<file path="src/rtl/mac_operand_sequencer.sv">
// mac_operand_sequencer: sequences FP16 operand pairs into an external
// multi-cycle MAC and accumulates one dot product per in_last-terminated run.
// Ports: clk, nRST (async active-low); in_* valid/ready operand stream with
//   acc_init sampled on the first pair; mac_start plus registered mac_*
//   operands to the MAC, mac_out_accumulate back; out_* valid/ready result
//   carrying result, saturating pair count and sticky infinity flag.
module mac_operand_sequencer #(
  parameter int MAC_LATENCY = 4
) (
  input  logic        clk,
  input  logic        nRST,
  input  logic        in_valid,
  output logic        in_ready,
  input  logic [15:0] in_value,
  input  logic [15:0] in_weight,
  input  logic        in_last,
  input  logic [15:0] acc_init,
  output logic        mac_start,
  output logic [15:0] mac_in_value,
  output logic [15:0] mac_weight,
  output logic [15:0] mac_in_accumulate,
  input  logic [15:0] mac_out_accumulate,
  output logic        out_valid,
  input  logic        out_ready,
  output logic [15:0] out_result,
  output logic [7:0]  out_count,
  output logic        out_ovf
);

  localparam int WW = $clog2(MAC_LATENCY) + 1;
  localparam logic [WW-1:0] WLOAD = WW'(MAC_LATENCY - 1);

  typedef enum logic [1:0] {
    IDLE,
    ISSUE,
    WAIT,
    OUT
  } state_t;

  state_t state;
  state_t state_nx;

  logic [15:0]   val_q;
  logic [15:0]   wgt_q;
  logic          last_q;
  logic [15:0]   acc_q;
  logic [7:0]    cnt_q;
  logic          ovf_q;
  logic          first_q;
  logic [WW-1:0] wcnt;

  logic hs;
  logic cap;

  assign hs  = in_valid & in_ready;
  // The MAC result is valid in the last WAIT cycle only.
  assign cap = (state == WAIT) && (wcnt == WW'(1));

  always_ff @(posedge clk or negedge nRST) begin
    if (!nRST) state <= IDLE;
    else       state <= state_nx;
  end

  always_comb begin
    state_nx = state;
    unique case (state)
      IDLE:  if (hs) state_nx = ISSUE;
      ISSUE: state_nx = WAIT;
      WAIT:  if (cap) state_nx = last_q ? OUT : IDLE;
      OUT:   if (out_ready) state_nx = IDLE;
      default: state_nx = IDLE;
    endcase
  end

  always_comb begin
    // in_ready is gated by nRST so it stays low while reset is held.
    in_ready  = (state == IDLE) & nRST;
    mac_start = (state == ISSUE);
    out_valid = (state == OUT);
  end

  always_ff @(posedge clk or negedge nRST) begin
    if (!nRST) begin
      val_q   <= '0;
      wgt_q   <= '0;
      last_q  <= 1'b0;
      acc_q   <= '0;
      cnt_q   <= '0;
      ovf_q   <= 1'b0;
      first_q <= 1'b1;
      wcnt    <= '0;
    end else begin
      if (hs) begin
        val_q  <= in_value;
        wgt_q  <= in_weight;
        last_q <= in_last;
        if (first_q) begin
          acc_q   <= acc_init;
          cnt_q   <= 8'd1;
          ovf_q   <= 1'b0;
          first_q <= 1'b0;
        end else if (cnt_q != 8'hFF) begin
          cnt_q <= cnt_q + 8'd1;
        end
      end
      if (state == ISSUE)
        wcnt <= WLOAD;
      else if (state == WAIT && wcnt != '0)
        wcnt <= wcnt - WW'(1);
      if (cap) begin
        acc_q <= mac_out_accumulate;
        // +inf and -inf differ only in the sign bit.
        if (mac_out_accumulate[14:0] == 15'h7C00)
          ovf_q <= 1'b1;
      end
      if (state == OUT && out_ready)
        first_q <= 1'b1;
    end
  end

  assign mac_in_value      = val_q;
  assign mac_weight        = wgt_q;
  assign mac_in_accumulate = acc_q;
  assign out_result        = acc_q;
  assign out_count         = cnt_q;
  assign out_ovf           = ovf_q;

endmodule

</file>
<file path="config.mk">
export PLATFORM = sky130hd
export DESIGN_NAME = mac_operand_sequencer
export DESIGN_NICKNAME = d
export VERILOG_FILES = /design/src/rtl/mac_operand_sequencer.sv
export SDC_FILE = /design/constraint.sdc
export NUM_CORES = 1
export LEC_CHECK = 0
export CAP_MARGIN = 20
export CORE_AREA = 5 5 89 91
export CTS_CLUSTER_DIAMETER = 80
export DETAILED_ROUTE_END_ITERATION = 7
export DIE_AREA = 0 0 94 96
export PLACE_DENSITY = 0.84
export SLEW_MARGIN = 10
export SYNTH_ARGS = -nofsm -noshare
export SYNTH_HDL_FRONTEND = slang
export SYNTH_SLANG_ARGS = --single-unit
export TNS_END_PERCENT = 30
</file>
<file path="constraint.sdc">
create_clock -name clk -period 4.3 [get_ports clk]
set_input_delay 0.43 -clock clk [delete_from_list [all_inputs] [get_ports clk]]
set_output_delay 0.43 -clock clk [all_outputs]
set_load 0.01 [all_outputs]
</file>
==> metrics.cfg <==
[global_routing]
overflow = 0
busiest_layer = met2
met2_usage_pct = 30.8
track_usage_pct = 18.3
use_met1_pct = 22.8
grt_pass1_vias = 2721
grt_max_degree = 66
grt_util_met3_pct = 5.00
grt_pass1_wl_mm = 13.0
antenna_found_initial = 0

[worst_setup_path]
r2r-end = out_count[4]
rrSetupSlack_ns = 2.11
regToRegStartpoint = state[1]
arrival_ns = 2.00
cp-end-kind = output port
path_class = in2out
cp-start-kind = input pin
critPathMaxFanout = 65
required_ns = 3.87
reg2reg_depth = 4

[synth]
netlist_instances = 340
netlist.area_leader.share_pct = 52.6
syn-num-nets = 413
synth-compound-area-share_pct = 7.93
synth_cell_type_count = 36
synth_edf_count = 0
yosys.area.top_type = dfrtp_1
syn_avg_cell_area_um2 = 8.82
synth-adder-area-share_pct = 1.67
ys_seq_area_share_pct = 53.4
yosysWarnings = 0
synth_top_family_by_area = simple AND/OR/NAND/NOR gates
synth_area_um2 = 3000
synth.top_cells.by_area = dfrtp_1 (53%), nand2_1 (18%), buf_4 (4.0%)
async_flop_share_pct = 100
ys.flop_type = dfrtp_1
ys_ff_latch = 64
synthSimpleGateAreaFrac_pct = 27.0
synthXorXnorAreaFrac_pct = 0
synth_mux_area_share_pct = 1.38

[sta]
finalWorstSetupSlack_ns = 1.87
fin_hold_ws_ns = 0.328
rsz0062_at_grt = no
post-route-min-period_ns = 2.43
setup_viol = 0
fin_skew_ns = 0.00597
slew_violations = 0
tightestPinTransition_ns = 0.970
fin_crit_sh_pct = 56.5
finalHoldViolCount = 0
fmax_ghz = 0.412
max-slew-margin-rel_pct = 35.3
fin_setup_tns_ns = 0

[clock_network]
clock_path_buffers = 2
cts-htree-levels = 3
clkTransAtPathRegs_ns = 0.07
cts-resized-gates = 0
hold_buffers = 0
cts_setup_buffers = 0
ctsRootBufferMaster = clkbuf_8
clock_sinks = 64
clkLatencyLatePin_ns = 0.33
cts_tree = yes
cts_made_buffers = 9

[layout]
layout_common_cells = clkdlybuf4s50_1 (143), nand2_1 (140), dfrtp_1 (63)
fill_cells = 607
nNetsFinal = 537
fin_area_um2 = 4600
layout-drive-gt1-share_pct = 4.90
insertedDiodeCount = 0
area_growth_pct = 53.2
layout_commonest_cell = clkdlybuf4s50_1

[pwr]
power_leakage_nw = 2.09
irDropWorstVdd_mv = 0.372
power_density_nw_per_um2 = 701

[placed_design]
pre_cts_ws_ns = 1.79
routabilityCongestion = 0.771
dp_hpwl_mm = 6.04
placed_area_um2 = 4350
port_buffers = 144

[detailed_routing]
avgRoutedWirePerCell_um = 14.3
routed_wl_mm = 8.14
drtIter0Drc = 130
vias = 2762
vias_per_cell = 4.86
drc_errors = 0
dr.pass1.iters = 4
postRouteAntennaNets = 0

[floorplan]
row_count = 31
die_area_um2 = 9020
die_w_um = 94
core_um2 = 7060
start_util_pct = 42.5
io_pins = 145
fp.dieH_um = 96

[run_status]
outcome = finished, final reports clean

[flow_run]
cap_violations = 0

[min_path]
worst_hold_path_type = in2async

how the worst max path moves through the flow:
| stage | endpoint | startpoint | cells after the start |
|---|---|---|---|
| after floorplan | out_count[3] | state[0] | 6 |
| after global placement | out_ovf | in_valid | 5 |
| after detailed placement | out_count[4] | in_valid | 5 |
| after CTS | in_ready | nRST | 4 |
| after global routing | in_ready | nRST | 4 |
| final | in_ready | nRST | 4 |
cells in the mapped netlist (3+ instances only):
master and instances:
nand2_1 140, dfrtp_1 63, nor2_1 23, a31oi_1 17, buf_4 16, clkbuf_1 11
inv_1 7, o21ai_0 6, a21oi_1 5, buf_6 4, ha_1 4, nor4_1 4
mux2i_1 3, nand2b_1 3, nand3_1 3, nand4_1 3
final cells by class:
| type | instances | area (um2) | area share (%) |
|---|---|---|---|
| Clock inverter | 2 | 60.1 | 1.31 |
| Sequential cell | 64 | 1600 | 34.9 |
| Tap cell | 99 | 124 | 2.70 |
| Inverter | 7 | 26.3 | 0.572 |
| Clock buffer | 14 | 173 | 3.76 |
| Timing Repair Buffer | 147 | 1470 | 31.9 |
| Multi-Input combinational cell | 235 | 1140 | 24.9 |
through the flow:
stage | util [%] | cells | power [W]
4_1_cts | 64.9 | 567 | 0.00325
6_report | 65.1 | 568 | 0.00322
3_3_place_gp | 61.6 | 551 | 0.00259
5_1_grt | 65.1 | 568 | 0.00345
2_1_floorplan | - | 340 | 0.00187
3_5_place_dp | 61.6 | 551 | 0.00265
cells by family (layout without fill, tap and decap cells):
kind of cell,Yosys count,in the layout
AO/OA/AOI/OAI,37,37
buffers and inverters,41,170
multiplexers,4,4
AND/OR/NAND/NOR,190,190
flip-flops,64,64
adder cells (fa/ha/maj),4,4
layer usage:
layer  wire [um]  vias to the layer above
met2        4010                      111
li1            -                     1343
met5           0                        -
met4          63                        0
met3         574                        7
met1        3490                     1301
sequential cells by signal, summed over array words and instances, names as in the netlist:
signal,cells
first_q,1
last_q,1
mac_in_accumulate,16
mac_in_value,16
mac_weight,16
out_count,8
out_ovf,1
state,2
wcnt,3
worst max-delay path, cell delays in order:
cell             delay [ns]
buf_2                  0.11
buf_4                  0.63
and3_1                 0.25
clkdlybuf4s50_1        0.54
where the power goes:
part	switching (W)	leakage, nW	internal (W)
registers	0.000249	0.756	0.000884
clock network	0.000221	0.117	0.000375
logic	0.000648	1.22	0.000845
Power figures use the tool's default switching activity.
